File: src/rtl/mem_march_bist.sv
// March C- BIST controller for one read-first synchronous RAM port (M0 w0, M1..M4 r/w pairs, M5 r0).
// Optional error log (err_addr/err_count) is enabled by defining BIST_ERRLOG_EN.
module mem_march_bist #(
    parameter int ABITS = 12,
    parameter int WIDTH = 72
) (
    input  logic             clk,
    input  logic             rst,
    input  logic             start,
    output logic             busy,
    output logic             done,
    output logic             pass,
    output logic             mem_wren,
    output logic             mem_rden,
    output logic [ABITS-1:0] mem_addr,
    output logic [WIDTH-1:0] mem_wdata,
    input  logic [WIDTH-1:0] mem_rdata,
    output logic [ABITS-1:0] err_addr,
    output logic [15:0]      err_count
);
    typedef enum logic [2:0] {IDLE, M0, M1, M2, M3, M4, M5, FIN} state_t;

    localparam logic [ABITS-1:0] ADDR_MAX = '1;
    localparam logic [WIDTH-1:0] ONES     = '1;

    state_t           state_reg, state_next;
    logic [ABITS-1:0] addr_next;
    logic             phase_reg, phase_next;
    logic             m5_rd_reg;
    logic [ABITS-1:0] prev_addr_reg;
    logic             err_seen_reg;
    logic             rw_next, wr_next, rd_next;
    logic             cmp_en, mismatch, start_ok;
    logic [WIDTH-1:0] cmp_exp;
    logic [ABITS-1:0] cmp_addr;

    // Sequencer: phase 0 is the read cycle, phase 1 the write/compare cycle of a r/w element.
    always_comb begin
        state_next = state_reg;
        addr_next  = mem_addr;
        phase_next = 1'b0;
        case (state_reg)
            IDLE: if (start) begin
                state_next = M0;
                addr_next  = '0;
            end
            M0: if (mem_addr == ADDR_MAX) begin
                state_next = M1;
                addr_next  = '0;
            end else begin
                addr_next = mem_addr + 1'b1;
            end
            M1, M2: if (!phase_reg) begin
                phase_next = 1'b1;
            end else if (mem_addr == ADDR_MAX) begin
                state_next = (state_reg == M1) ? M2 : M3;
                addr_next  = (state_reg == M1) ? '0 : ADDR_MAX;
            end else begin
                addr_next = mem_addr + 1'b1;
            end
            M3, M4: if (!phase_reg) begin
                phase_next = 1'b1;
            end else if (mem_addr == '0) begin
                state_next = (state_reg == M3) ? M4 : M5;
                addr_next  = (state_reg == M3) ? ADDR_MAX : '0;
            end else begin
                addr_next = mem_addr - 1'b1;
            end
            M5: if (mem_addr == ADDR_MAX) begin
                state_next = FIN;
                addr_next  = '0;
            end else begin
                addr_next = mem_addr + 1'b1;
            end
            FIN: begin
                state_next = IDLE;
                addr_next  = '0;
            end
            default: begin
                state_next = IDLE;
                addr_next  = '0;
            end
        endcase
    end

    always_comb begin
        rw_next = (state_next == M1) || (state_next == M2) || (state_next == M3) || (state_next == M4);
        wr_next = (state_next == M0) || (rw_next && phase_next);
        rd_next = (state_next == M5) || (rw_next && !phase_next);
    end

    // M5 reads are compared one cycle late, so FIN carries the final compare.
    always_comb begin
        cmp_en   = 1'b0;
        cmp_exp  = '0;
        cmp_addr = mem_addr;
        if ((state_reg == M1 || state_reg == M2 || state_reg == M3 || state_reg == M4) && phase_reg) begin
            cmp_en  = 1'b1;
            cmp_exp = (state_reg == M2 || state_reg == M4) ? ONES : '0;
        end else if (m5_rd_reg) begin
            cmp_en   = 1'b1;
            cmp_addr = prev_addr_reg;
        end
        mismatch = cmp_en && (mem_rdata != cmp_exp);
        start_ok = (state_reg == IDLE) && start;
    end

    always_ff @(posedge clk) begin
        if (rst) begin
            state_reg     <= IDLE;
            phase_reg     <= 1'b0;
            busy          <= 1'b0;
            done          <= 1'b0;
            pass          <= 1'b0;
            mem_wren      <= 1'b0;
            mem_rden      <= 1'b0;
            mem_addr      <= '0;
            mem_wdata     <= '0;
            m5_rd_reg     <= 1'b0;
            prev_addr_reg <= '0;
            err_seen_reg  <= 1'b0;
        end else begin
            state_reg     <= state_next;
            phase_reg     <= phase_next;
            busy          <= (state_next != IDLE);
            done          <= (state_reg == FIN);
            mem_wren      <= wr_next;
            mem_rden      <= rd_next;
            mem_addr      <= addr_next;
            mem_wdata     <= (wr_next && (state_next == M1 || state_next == M3)) ? ONES : '0;
            m5_rd_reg     <= (state_reg == M5);
            prev_addr_reg <= mem_addr;
            if (start_ok) begin
                pass         <= 1'b0;
                err_seen_reg <= 1'b0;
            end else if (mismatch) begin
                err_seen_reg <= 1'b1;
            end
            if (state_reg == FIN)
                pass <= !(err_seen_reg || mismatch);
        end
    end

`ifdef BIST_ERRLOG_EN
    always_ff @(posedge clk) begin
        if (rst || start_ok) begin
            err_addr  <= '0;
            err_count <= '0;
        end else if (mismatch) begin
            if (err_count != 16'hFFFF)
                err_count <= err_count + 16'd1;
            if (!err_seen_reg)
                err_addr <= cmp_addr;
        end
    end
`else
    assign err_addr  = '0;
    assign err_count = '0;
`endif

endmodule

File: config.mk
export PLATFORM = sky130hd
export DESIGN_NAME = mem_march_bist
export DESIGN_NICKNAME = d
export VERILOG_FILES = /design/src/rtl/mem_march_bist.sv
export SDC_FILE = /design/constraint.sdc
export NUM_CORES = 1
export LEC_CHECK = 0
export CAP_MARGIN = 20
export CORE_ASPECT_RATIO = 1.4
export CORE_UTILIZATION = 36
export DETAILED_ROUTE_END_ITERATION = 10
export GPL_ROUTABILITY_DRIVEN = 1
export PLACE_DENSITY = 0.79
export SLEW_MARGIN = 20
export SYNTH_ARGS = -nofsm -noshare
export SYNTH_HDL_FRONTEND = slang
export SYNTH_SLANG_ARGS = --single-unit
export TNS_END_PERCENT = 20
File: constraint.sdc
create_clock -name clk -period 6.7 [get_ports clk]
set_clock_uncertainty 0.15 [all_clocks]
set_input_delay 1.675 -clock clk [delete_from_list [all_inputs] [get_ports clk]]
set_output_delay 1.675 -clock clk [all_outputs]
set_load 0.05 [all_outputs]
## Yosys cells after proc, flatten, opt, wreduce, memory -nomap -nowiden

Cells that the tools add are included.

| cells by class | value |
|---|---|
| mux-type cells | 28 |
| $add $sub $neg | 2 |
| equality and inequality tests | 18 |
| reduce and logical (&&, ||, !) cells | 29 |

Operators with widths:

| cell | number |
|---|---|
| 2-to-1 mux 72 bit | 3 |
| 2-to-1 mux 12 bit | 8 |
| != test 72 bit | 1 |
| one-hot mux 12 bit (5 select lines) | 1 |
| 2-to-1 mux 3 bit | 8 |
| equality test 3 bit, second input constant | 7 |
| one-hot mux 3 bit (6 select lines) | 1 |
| adder 12 x 1 -> 12 bit, second input constant | 1 |
| equality test 12 bit, second input constant | 1 |
| equality test 3 x 2 -> 1 bit, second input constant | 4 |
| zero test 12 bit | 1 |
| subtractor 12 x 1 -> 12 bit, second input constant | 1 |
| logical OR 1 bit | 11 |
| OR reduction 2 bit | 4 |
| equality test 3 x 1 -> 1 bit, second input constant | 2 |
| logical AND 1 bit | 6 |
| 2-to-1 mux 1 bit | 6 |
| != test 2 bit, second input constant | 3 |
| OR reduction 4 bit | 1 |
| zero test 3 bit | 1 |
| AND reduction 3 bit | 1 |
| nonzero test 3 bit | 1 |
| zero test 1 bit | 2 |
| 2-to-1 mux 2 bit | 1 |
| nonzero test 2 bit | 1 |

| word-level totals | value |
|---|---|
| register bits after elaboration | 95 |
| word-level logic and storage cells | 88 |

## Logic depth before layout (Yosys ltp)

Gate-level depths: netlist of run 1.

| depth | value |
|---|---|
| word-level depth | 13 |
| mapped depth | 9 |
| gate-level depth less buffers | 7 |

## Worst setup path before layout of run 1

Ideal clock, no wire load.

| timing path | value |
|---|---|
| kind | reg2out |
| start | register, netlist name mem_wdata[70] |
| end | output mem_wdata[10] |
| stages on the path, launching flop included | 2 |
| arrival time | 2164 ps |
| path slack | 2711 ps |
| buffers on the path | 1 |
| data required time | 4875 ps |
| cells stage by stage | dfxtp_1 buf_4 |

RTL lines:

| item | line | RTL |
|---|---|---|
| end: declaration | 16 | `output logic [WIDTH-1:0] mem_wdata,` |

==> results by group, run 1 <==
Critical path
  – Max stage delay on crit path: 980 ps
  – Kind of critical path: flip-flop to output pin
  – CP required: 4880 ps
  – Bufs and invs on worst path: 1
  – Worst path arrival time: 2230 ps
  – Critical Path, Cell by Cell: clkdlybuf4s50_1
  – Worst R2R Setup Slack: 3730 ps
  – CP top delay family: flip-flops
  – Startpoint type of the worst setup path: flip-flop
  – Crit Path Max Fanout: 72
  – Crit. End Element: output pin
  – CP max-delay cell: dfxtp_2

Floorplanning
  – Die height: 110 um
  – Die extent in x: 79.3 um
  – Initial Util: 37.0%
  – Core area: 0.00815 mm^2
  – Die area: 0.00874 mm^2
  – I/O pin cnt: 192
  – Core Rows: 39

Timing
  – Final Hold Viols: 0
  – Slew of the pin with the lowest slew margin: 993 ps
  – Fin crit period: 4050 ps
  – Tcrit/Tclk final: 60.5%
  – Final setup violation count: 0
  – RSZ-0062 raised after global routing: no
  – Final slew viol count: 0
  – Relative slew slack: 33.8%
  – Setup TNS: 0 ps
  – Fmax: 0.247 GHz

Route
  – Detailed-route via count: 3349
  – DR iter-0 viols: 235
  – DRT antenna net count: 0
  – Post-route DRC: 0
  – Drt pass-1 iters: 4
  – Vias per cell: 5.81
  – Overall routed net length: 9140 um
  – Drt wl/cell: 15.9 um

Synth
  – Share of synthesized registers carrying an async set or reset: 0%
  – Seq/Total Area, Yosys: 16.0%
  – Synth warnings: 0
  – Ys flop type: dfxtp_1
  – Cell variety after synth: 67
  – Syn Area/Cell: 7.47 um^2
  – #FFs+latches synth: 24
  – Syn Inst Count: 403
  – Mapped cell area: 0.00301 mm^2
  – Number of synthesized flops with an enable pin: 0

Layout
  – Area growth, synth to finish: 36.9%
  – Max FFs per register: 12
  – Commonest non-fill, non-tap cells in the layout: 163 x clkdlybuf4s50_1, 31 x nand4_1, 28 x conb_1
  – Most common cell after layout, fill and taps aside: clkdlybuf4s50_1
  – Fraction of layout instances using a drive strength above 1: 5.27%
  – Final net count: 552
  – Diode count: 0

Clock tree
  – Clock H-tree levels: 1
  – Clock latency on the worst-skew pair: 260 ps
  – Cts repair resizes: 0
  – Maximum buffer depth of the clock tree: 2
  – Worst-path clk slew: 60 ps
  – Setup Buffers After CTS: 0
  – CTS root buf: clkbuf_16
  – CTS sink cnt: 24
  – CTS tree: yes
  – CTS buffer count: 3
  – Hold Buf Count CTS: 0

Power
  – Static Leak: 1.37 nW
  – VDD IR max: 0.0818 mV
  – Power per cell area: 110 mW/mm^2
  – Pwr Total: 0.454 mW

Flow run
  – MaxCap Viol Count: 0

Global routing
  – Initial antenna violation count: 0
  – Largest net degree at the start of global routing: 73
  – Gr ovfl total: 0
  – First-pass GRT wire length: 13600 um
  – GRT Util Overall: 20.0%
  – Number of global-route vias before repair: 2868

Placed design
  – Port Buf Inserts: 163
  – Final Wtd Congestion: 0.992
  – DP HPWL: 7280 um

Worst hold path
  – Hold crit path type: flip-flop to flip-flop

Status
  – Status: completed
## report_power, final
part | switching, mW | internal (mW) | total (mW) | leakage [nW]
Clock | 0.0542 | 0.119 | 0.173 | 0.0511
Combinational | 0.0779 | 0.0537 | 0.132 | 1.13
Sequential | 0.00443 | 0.145 | 0.149 | 0.195
Total | 0.137 | 0.317 | 0.454 | 1.37
## layout make-up
cell class,count,area [um^2]
repair buffers,165,1650
well taps,102,128
flip-flops and latches,24,482
clock buffers,3,75.1
multi-input cells,270,1720
inverters,11,41.3
fillers,749,4030
clock inverters,1,30.0
## final timing paths
path | from | depth (start not counted) | end
max | mem_wdata[70]$_SDFF_PP0_ | 1 | mem_wdata[33]
min reg2reg | err_seen_reg$_SDFFE_PP0P_ | 1 | err_seen_reg$_SDFFE_PP0P_
max reg2reg | mem_addr[4]$_SDFFE_PP0P_ | 6 | mem_rden$_SDFF_PP0_
min | err_seen_reg$_SDFFE_PP0P_ | 1 | err_seen_reg$_SDFFE_PP0P_
## worst register-to-register path, stage by stage (launching register included)
cell      delay [ps]
dfxtp_1          730
nand4_1          410
nor4_2           800
buf_4            290
a22o_1           180
nand2_1           80
o311ai_1         240
## logic make-up (layout without fill, tap and decap cells)
logic type	after synthesis	in the layout	share of synthesized area [%]
and+or+nand+nor	148	148	29.4
buffers and inverters	136	180	30.5
AOI/OAI and AO/OA	83	83	20.4
DFF	24	24	16.0
xor gates and xnor gates	6	6	1.75
muxes	3	3	1.04
adders and majority gates	2	2	0.831
other	1	28	0.125
## per-stage QoR
| step | std cells | setup WS, ps | cell area [um^2] | hold WS [ps] | util (%) |
|---|---|---|---|---|---|
| finish | 576 | 2650 | 4120 | 383 | 50.6 |
| global route | 576 | 2470 | 4120 | 401 | 50.6 |
| CTS | 576 | 2610 | 4120 | 381 | 50.6 |
| detailed placement | 572 | 2900 | 4020 | 364 | 49.3 |
| global placement | 572 | 2990 | 4010 | 355 | 49.2 |
| floorplan | 430 | 2710 | 3110 | 344 | - |
## Yosys cell counts (all sizes together) (4+ instances only)
master / instances / share of area, %
nor3: 10 / 2.2
dfxtp: 24 / 16
o21ai: 8 / 1.5
a31oi: 11 / 2.3
nand3: 11 / 1.8
clkbuf: 12 / 1.5
buf: 113 / 28
nand2b: 4 / 0.83
nor4: 31 / 7.1
nand4: 31 / 6.4
nand2: 18 / 2.2
and3: 5 / 1.0
o211ai: 5 / 1.2
inv: 11 / 1.4
nor2: 17 / 2.1
a211oi: 5 / 1.2
a21oi: 15 / 2.5
and4: 4 / 1.2
## layer usage
| layer | GRT usage, % | wire length, um |
|---|---|---|
| met1 | 20.4 | 3230 |
| met2 | 38.4 | 4700 |
| met3 | 2.22 | 817 |
| met4 | 12.7 | 390 |
| met5 | 0 | 0 |
(Power assumes the default switching activity.)
==> inputs of run 2 (changes only) <==
- CORE_UTILIZATION: 36 -> 34
- clock period: 6.7 -> 3.3 ns (I/O delays scaled with it)
==> results by group, run 2 (synthesis gave the netlist of run 1 again) <==
Layout
  – Register area: 482 um^2
  – Final core occ: 48.6%
  – Most common cell after layout, fill and taps aside: clkdlybuf4s50_1
  – Diode count: 0
  – Fraction of layout instances using a drive strength above 1: 6.64%
  – Area growth, synth to finish: 38.8%
  – Max FFs per register: 12
  – Final net count: 560
  – Commonest non-fill, non-tap cells in the layout: 163 x clkdlybuf4s50_1, 31 x nand4_1, 28 x nor4_1, 28 x conb_1, 23 x dfxtp_1
  – Multi-input gate area: 0.00171 mm^2
  – Filler Cells Inserted: 824

Power
  – VDD IR max: 0.178 mV
  – Net switching fraction of the power: 30.9%
  – Internal power: 0.649 mW
  – Power per cell area: 225 mW/mm^2
  – Static Leak: 1.41 nW
  – NetSw: 0.291 mW
  – Gate power share: 29.3%
  – Sequential power share: 32.2%
  – Clock share of power: 38.5%

Floorplanning
  – Die height: 113 um
  – Core Rows: 40
  – I/O pin cnt: 192
  – Core area: 0.00861 mm^2
  – Die extent in x: 81.5 um
  – Die area: 0.00924 mm^2
  – Initial Util: 35.0%

Clock tree
  – Hold Buf Count CTS: 0
  – Worst-path clk slew: 70 ps
  – Clock latency on the worst-skew pair: 270 ps
  – Setup Buffers After CTS: 0
  – Maximum buffer depth of the clock tree: 2
  – CTS sink cnt: 24
  – CTS buffer count: 3
  – CTS tree: yes
  – Cts repair resizes: 0
  – CTS root buf: clkbuf_16
  – Clock H-tree levels: 1

Route
  – Overall routed net length: 9350 um
  – Detailed-route via count: 3401
  – Vias per cell: 5.79
  – Post-route DRC: 0
  – Drt wl/cell: 15.9 um
  – DR iter-0 viols: 265
  – Drt pass-1 iters: 4
  – DRT antenna net count: 0

Critical path
  – Startpoint type of the worst setup path: flip-flop
  – Worst R2R Setup Slack: 710 ps
  – Crit Path Max Fanout: 72
  – Kind of critical path: flip-flop to output pin
  – Worst Reg-to-Reg Cells: 6
  – Crit. End Element: output pin
  – Worst path arrival time: 1950 ps
  – CP required: 2320 ps

Placed design
  – Worst slack, placed: 508 ps
  – Port Buf Inserts: 163
  – DP HPWL: 7400 um
  – Final Wtd Congestion: 0.992

Timing
  – Fmax: 0.342 GHz
  – Tcrit/Tclk final: 88.5%
  – Final setup violation count: 0
  – Relative slew slack: 48.6%
  – Final slew viol count: 0
  – Worst setup margin: 378 ps
  – Final Hold Viols: 0
  – Fin crit period: 2920 ps
  – RSZ-0062 raised after global routing: no
  – Hold_ws: 415 ps
  – Slew of the pin with the lowest slew margin: 770 ps
  – Setup TNS: 0 ps

Global routing
  – Largest net degree at the start of global routing: 73
  – Number of global-route vias before repair: 3097
  – GRT Util Overall: 19.7%
  – Initial antenna violation count: 0
  – Gr ovfl total: 0
  – First-pass GRT wire length: 14300 um

Worst hold path
  – Hold crit path type: flip-flop to flip-flop
  – WHS Path Cells: 1

Status
  – Status: completed

Flow run
  – MaxCap Viol Count: 0
[run 2: changes by cell type in the layout (fill, tap and decap cells not counted)]
cell | previous run | this run
nor4_2 | 4 | 3
buf_4 | 2 | 10
nor4_1 | 27 | 28
[run 2: path summary, 6_finish.rpt]
kind | startpoint | endpoint
max | mem_wdata[70]$_SDFF_PP0_ | mem_wdata[7]
min | err_seen_reg$_SDFFE_PP0P_ | err_seen_reg$_SDFFE_PP0P_
max reg2reg | mem_addr[4]$_SDFFE_PP0P_ | mem_rden$_SDFF_PP0_
min reg2reg | err_seen_reg$_SDFFE_PP0P_ | err_seen_reg$_SDFFE_PP0P_
[run 2: power groups by stage]
stage	clock, mW	sequential [mW]	combinational, mW
after floorplan	0	0.313	0.160
after global placement	0	0.309	0.270
after detailed placement	0	0.309	0.273
after CTS	0.364	0.302	0.273
after global routing	0.369	0.304	0.288
final	0.361	0.303	0.275
[run 2: worst max-delay path, cell delays in order, from the launching register on]
cell	delay [ps]
dfxtp_2	310
buf_4	450
clkdlybuf4s50_1	910
[run 2: per-stage QoR]
stage	total power, mW	cell area (um^2)	instances
detailed placement	0.582	4080	583
CTS	0.939	4180	587
finish	0.939	4180	587
floorplan	0.473	3110	430
global route	0.961	4180	587
global placement	0.579	4080	583
[run 2: final cells by class]
type                       instances  area share (%)
sequential                        24            11.5
inverter                          11           0.988
timing repair buffer             173            40.8
multi-input combinational        270            41.0
clock buffer                       3            1.80
tap                              105            3.14
clock inverter                     1           0.718
[run 2: metal layers]
metal	global-route usage, %	part of all wire (%)	routed length (um)
met1	19.8	34	3140
met4	14.4	6.3	586
met2	36.2	51	4750
met3	2.02	9.4	877
met5	0	0	0
